--- src/rtl/count_display.sv ---
// count_display: converts an 8-bit event count to three BCD digits with a
// shift-and-add-3 FSM and drives a multiplexed 7-segment display.
//
// Parameters:
//   SCAN_DIV  clock cycles each digit stays enabled before the scan advances (2..65535)
// Ports:
//   clk    sole clock, rising edge
//   rst    asynchronous active-high reset
//   count  [7:0] binary event count, synchronous to clk
//   seg    [6:0] segment drive {g,f,e,d,c,b,a}, active-high
//   an     [2:0] one-hot digit enable: [0] units, [1] tens, [2] hundreds
//   busy   high while a binary-to-BCD conversion is in progress
//
// Build option: define LEADING_ZERO_BLANK_EN to blank leading zeros on the
// hundreds and tens digits. The units digit is never blanked.
//
// Timing: a change on count is captured at edge k. The display registers are
// written at edge k+9, and the next change can be captured at edge k+10.
// Changes that arrive while busy are not queued. The FSM re-compares in IDLE
// and converts only the latest value.

module count_display #(
  parameter int unsigned SCAN_DIV = 4
) (
  input  logic       clk,
  input  logic       rst,
  input  logic [7:0] count,
  output logic [6:0] seg,
  output logic [2:0] an,
  output logic       busy
);

  typedef enum logic [1:0] {IDLE, SHIFT, DONE} state_t;

  localparam logic [15:0] LP_SCAN_TERM = 16'(SCAN_DIV - 1);

  state_t      r_state;
  logic        r_busy;
  logic [7:0]  r_last;
  logic [7:0]  r_bin;
  logic [11:0] r_bcd;
  logic [2:0]  r_bit_cnt;
  logic [3:0]  r_hund;
  logic [3:0]  r_tens;
  logic [3:0]  r_units;
  logic [15:0] r_presc;
  logic [1:0]  r_ptr;

  logic [11:0] w_adj;
  logic [3:0]  w_digit;
  logic        w_blank;

  // Add-3 correction. It is applied before each shift so that no BCD nibble
  // can exceed 9 after the shift.
  always_comb begin
    w_adj = r_bcd;
    for (int i = 0; i < 3; i++) begin
      if (r_bcd[i*4 +: 4] >= 4'd5) begin
        w_adj[i*4 +: 4] = r_bcd[i*4 +: 4] + 4'd3;
      end
    end
  end

  // Conversion FSM: IDLE (compare) -> SHIFT (8 cycles) -> DONE (commit).
  always_ff @(posedge clk or posedge rst) begin
    if (rst) begin
      r_state   <= IDLE;
      r_busy    <= 1'b0;
      r_last    <= 8'd0;
      r_bin     <= 8'd0;
      r_bcd     <= 12'd0;
      r_bit_cnt <= 3'd0;
      r_hund    <= 4'd0;
      r_tens    <= 4'd0;
      r_units   <= 4'd0;
    end else begin
      case (r_state)
        IDLE: begin
          if (count != r_last) begin
            r_bin     <= count;
            r_last    <= count;
            r_bcd     <= 12'd0;
            r_bit_cnt <= 3'd0;
            r_busy    <= 1'b1;
            r_state   <= SHIFT;
          end
        end
        SHIFT: begin
          r_bcd     <= {w_adj[10:0], r_bin[7]};
          r_bin     <= {r_bin[6:0], 1'b0};
          r_bit_cnt <= r_bit_cnt + 3'd1;
          if (r_bit_cnt == 3'd7) begin
            r_state <= DONE;
          end
        end
        DONE: begin
          r_hund  <= r_bcd[11:8];
          r_tens  <= r_bcd[7:4];
          r_units <= r_bcd[3:0];
          r_busy  <= 1'b0;
          r_state <= IDLE;
        end
        default: begin
          r_busy  <= 1'b0;
          r_state <= IDLE;
        end
      endcase
    end
  end

  assign busy = r_busy;

  // Scan prescaler and digit pointer. These run independently of the conversion FSM.
  always_ff @(posedge clk or posedge rst) begin
    if (rst) begin
      r_presc <= 16'd0;
      r_ptr   <= 2'd0;
    end else if (r_presc == LP_SCAN_TERM) begin
      r_presc <= 16'd0;
      r_ptr   <= (r_ptr == 2'd2) ? 2'd0 : r_ptr + 2'd1;
    end else begin
      r_presc <= r_presc + 16'd1;
    end
  end

  // Digit select and enable are combinational from registers. A display
  // register update shows on the current digit in the next cycle.
  always_comb begin
    case (r_ptr)
      2'd0:    begin an = 3'b001; w_digit = r_units; end
      2'd1:    begin an = 3'b010; w_digit = r_tens;  end
      default: begin an = 3'b100; w_digit = r_hund;  end
    endcase
  end

`ifdef LEADING_ZERO_BLANK_EN
  assign w_blank = ((r_ptr == 2'd2) && (r_hund == 4'd0)) ||
                   ((r_ptr == 2'd1) && (r_hund == 4'd0) && (r_tens == 4'd0));
`else
  assign w_blank = 1'b0;
`endif

  always_comb begin
    case (w_digit)
      4'd0:    seg = 7'h3F;
      4'd1:    seg = 7'h06;
      4'd2:    seg = 7'h5B;
      4'd3:    seg = 7'h4F;
      4'd4:    seg = 7'h66;
      4'd5:    seg = 7'h6D;
      4'd6:    seg = 7'h7D;
      4'd7:    seg = 7'h07;
      4'd8:    seg = 7'h7F;
      4'd9:    seg = 7'h6F;
      default: seg = 7'h00;
    endcase
    if (w_blank) begin
      seg = 7'h00;
    end
  end

endmodule
--- config.mk ---
export PLATFORM = sky130hd
export DESIGN_NAME = count_display
export DESIGN_NICKNAME = d
export VERILOG_FILES = /design/src/rtl/count_display.sv
export SDC_FILE = /design/constraint.sdc
export NUM_CORES = 1
export LEC_CHECK = 0
export BUFFER_PORTS_ARGS = -buffer_cell sky130_fd_sc_hd__buf_2
export CAP_MARGIN = 30
export CELL_PAD_IN_SITES_DETAIL_PLACEMENT = 0
export CELL_PAD_IN_SITES_GLOBAL_PLACEMENT = 1
export CORE_ASPECT_RATIO = 1.5
export CORE_MARGIN = 1.5
export CORE_UTILIZATION = 52
export CTS_BUF_LIST = sky130_fd_sc_hd__clkbuf_8 sky130_fd_sc_hd__clkbuf_16
export CTS_CLUSTER_SIZE = 20
export DETAILED_ROUTE_END_ITERATION = 7
export GPL_TIMING_DRIVEN = 0
export PLACE_DENSITY = 0.94
export SLEW_MARGIN = 30
export SYNTH_ARGS = -nofsm -noshare
export SYNTH_HDL_FRONTEND = slang
export SYNTH_SLANG_ARGS = --single-unit
--- constraint.sdc ---
create_clock -name clk -period 4.4 [get_ports clk]
set_clock_uncertainty 0.2 [all_clocks]
set_input_delay 0.44 -clock clk [delete_from_list [all_inputs] [get_ports clk]]
set_output_delay 0.44 -clock clk [all_outputs]
set_load 0.1 [all_outputs]
==> impl_metrics.csv <==
group,metric,value,unit
sta,finalHoldViolCount,0,
status,status,"finished clean",
sta,final.period_utilization,75.9,%
cts,tritoncts,"built",
global_routing,antenna_found_initial,0,
die,coreArea,6090,sq um
die,dieHeight,99.9,um
cells_and_area,diodes,0,
cts,clk_path_buf_depth,2,
cts,worstSkewPairLatency,0.34,ns
sta,clock.fmax,0.300,GHz
sta,maxSlewHeadroom,59.0,%
critical_path,r2r_slack,2.45,ns
critical_path,crit_top_cell,"inv_1",
global_routing,grt_overflow,0,
critical_path,cp_top_family,"buffers and inverters",
critical_path,path_cells,"buf_6, mux2_2, mux2i_1, inv_1, ha_1, inv_1, nand2_1, a21oi_1, buf_2",
critical_path,setup.worst_path.class,"register to output pin",
cts,numCtsBuffers,9,
yosys,async_flop_share,100,%
cells_and_area,nets,337,
sta,fin_worst_hold_slack,0.172,ns
sta,fin_setup_tns,0,ns
yosys,avgSynthCellArea,11.7,sq um
place,pre_cts_ws,1.41,ns
pwr,p_total,0.00293,W
yosys,synth_edf_count,0,
critical_path,cp.arrival,2.70,ns
yosys,synthFlopType,"dfrtp_1",
drt,drt.antenna.violating_nets,0,
yosys,ys_seq_area_share,49.2,%
sta,setup_ws,1.06,ns
yosys,synth_most_common_cell,"dfrtp_1",
sta,rsz0062_at_grt,"no",
yosys,synthCells,279,
die,die_x,67.6,um
place,place.gp.congestion,0.755,
cells_and_area,drive_gt1_share,22.2,%
cts,htreeDepth,3,
flow_run,maxCapViolCount,0,
critical_path,crit_fanout,7,
yosys,yosysTopAreaCell,"dfrtp_1",
pwr,powerDensity,789,nW/um^2
cts,cts.sinks,64,
die,die_area,6750,sq um
drt,drt_iter0_drc,68,
cts,cts_setup_buffers,0,
yosys,synth_area,3250,sq um
pwr,max-vdd-ir-drop,535,uV
cells_and_area,area.growth.synth_to_final,14.2,%
drt,drt_wl_total,5950,um
drt,via_count,2160,
die,rows,35,
pwr,leakagePower,1.75,nW
cts,cts_root_buffer,"clkbuf_8",
yosys,yosys.area.top_type_share,49.2,%
drt,drc,0,
yosys,synth_area_leaders,"dfrtp_1 49%, mux2_2 6.2%, xnor2_1 5.9%",
drt,first_pass_iters,4,
global_routing,grt_pass1_wl,10400,um
die,top_level_ports,21,
cts,clk_pin_slew,0.07,ns
yosys,yosysWarnings,0,
critical_path,crit_path_start_kind,"register",
sta,worstMarginPinSlew,0.611,ns
drt,routed_via_density,5.54,
critical_path,cpMaxStageDelayCell,"buf_2",
global_routing,grt_use_total,20.7,%
critical_path,critPathBufInv,4,
die,start_util,53.4,%
place,io_buffers,20,
sta,setup_viol,0,
min_path,hold_path_class,"input port to register",
yosys,synthesis.nets,304,
critical_path,critPathMaxStageDelay,0.43,ns
yosys,netlist-cell-type-count,42,
sta,post-route-min-period,3.34,ns
sta,slew_viol_final,0,
yosys,synth_top_cells_by_count,"64 x dfrtp_1, 22 x xnor2_1, 18 x mux2_2",
global_routing,grt_max_degree,38,
critical_path,worstPathRequired,3.76,ns
critical_path,end_kind,"output pin",
global_routing,grt_pass1_vias,2271,
place,dp_hpwl,4250,um
yosys,ys_seq_elements,64,
drt,wire_per_inst,15.3,um
-- placed cells by master, fill, tap and decap left out, drive strengths merged --
| cell | n |
|---|---|
| and3 | 4 |
| nor2b | 3 |
| o21a | 1 |
| a211o | 3 |
| xor2 | 2 |
| bufinv | 3 |
| and2 | 11 |
| nor3b | 2 |
| o2bb2ai | 2 |
| a22o | 10 |
| o22ai | 4 |
| and4 | 1 |
| nand2b | 4 |
| mux2 | 20 |
| nor3 | 4 |
| nand3 | 9 |
| buf | 28 |
| a21o | 1 |
| clkbuf | 14 |
| inv | 18 |
| or4b | 1 |
| nand2 | 15 |
| o21ai | 12 |
| a221o | 7 |
| o31ai | 2 |
| nor2 | 4 |
| nor4b | 3 |
| a21oi | 7 |
| nor4 | 3 |
| nand4 | 5 |
| mux2i | 10 |
| dlygate4sd3 | 1 |
| ha | 15 |
| xnor2 | 23 |
| dfrtp | 64 |
-- registers in the layout (all words and copies together) (netlist names) --
signal	count
r_presc	16
r_bcd	12
r_bin	8
r_last	8
r_hund	4
r_tens	4
r_units	4
r_bit_cnt	3
r_ptr	2
r_state	2
busy	1
-- worst register-to-register path: stages (launching register included) --
cell and delay (ns):
dfrtp_1 0.39, xnor2_1 0.17, nand4_1 0.20, o21a_1 0.24
buf_6 0.14, buf_2 0.18, a221o_1 0.31
-- final cells by class --
type | instances | area, sq um
Fill cell | 504 | 2370
Sequential cell | 64 | 1600
Clock buffer | 10 | 138
Timing Repair Buffer | 22 | 130
Inverter | 16 | 62.6
Multi-Input combinational cell | 188 | 1520
Clock inverter | 5 | 97.6
Buffer | 11 | 67.6
Tap cell | 74 | 92.6
-- path summary, 6_finish.rpt --
path	start	end	depth (start not counted)
max	r_ptr[0]	seg[1]	9
min	count[7]	r_bin[7]	2
min reg2reg	r_tens[1]	r_tens[1]	2
max in group asynchronous	rst	r_bcd[0]	4
max reg2reg	r_last[5]	r_bin[6]	6
min in group asynchronous	rst	r_bit_cnt[1]	3
-- power breakdown --
group / leakage [nW] / switching, W / internal, W
Sequential: 0.826 / 0.000149 / 0.000783
Combinational: 0.800 / 0.000904 / 0.000498
Clock: 0.125 / 0.000211 / 0.000385
Total: 1.75 / 0.00126 / 0.00167
-- metrics by stage --
stage	instance area, sq um	instances	utilization, %
3_3_place_gp	3440	373	56.6
6_report	3710	390	61.0
4_1_cts	3710	390	61.0
5_1_grt	3710	390	61.0
2_1_floorplan	3250	279	-
3_5_place_dp	3470	374	57.0
-- cells by family after synthesis --
group,share of synthesized area [%]
fa+ha+maj,5.77
mux,11.0
compound gates,11.0
xor+xnor,6.96
flops,49.2
buf+inv,3.92
simple gates,12.1
-- routing by layer --
| metal | routed length [um] | up-vias | GRT usage [%] |
|---|---|---|---|
| met2 | 3160 | 35 | 35.1 |
| met5 | 0 | - | 0 |
| met3 | 185 | 9 | 3.70 |
| li1 | - | 1057 | - |
| met4 | 100 | 0 | 11.0 |
| met1 | 2510 | 1059 | 24.3 |
-- what timing repair did --
action / 4_1_cts / 5_1_grt
gates resized for setup: 0 / 0
setup endpoints to repair: 0 / 0
hold buffers: 1 / 0
hold endpoints to repair: 27 / 0
No activity file was read; power rests on OpenSTA's default activity.
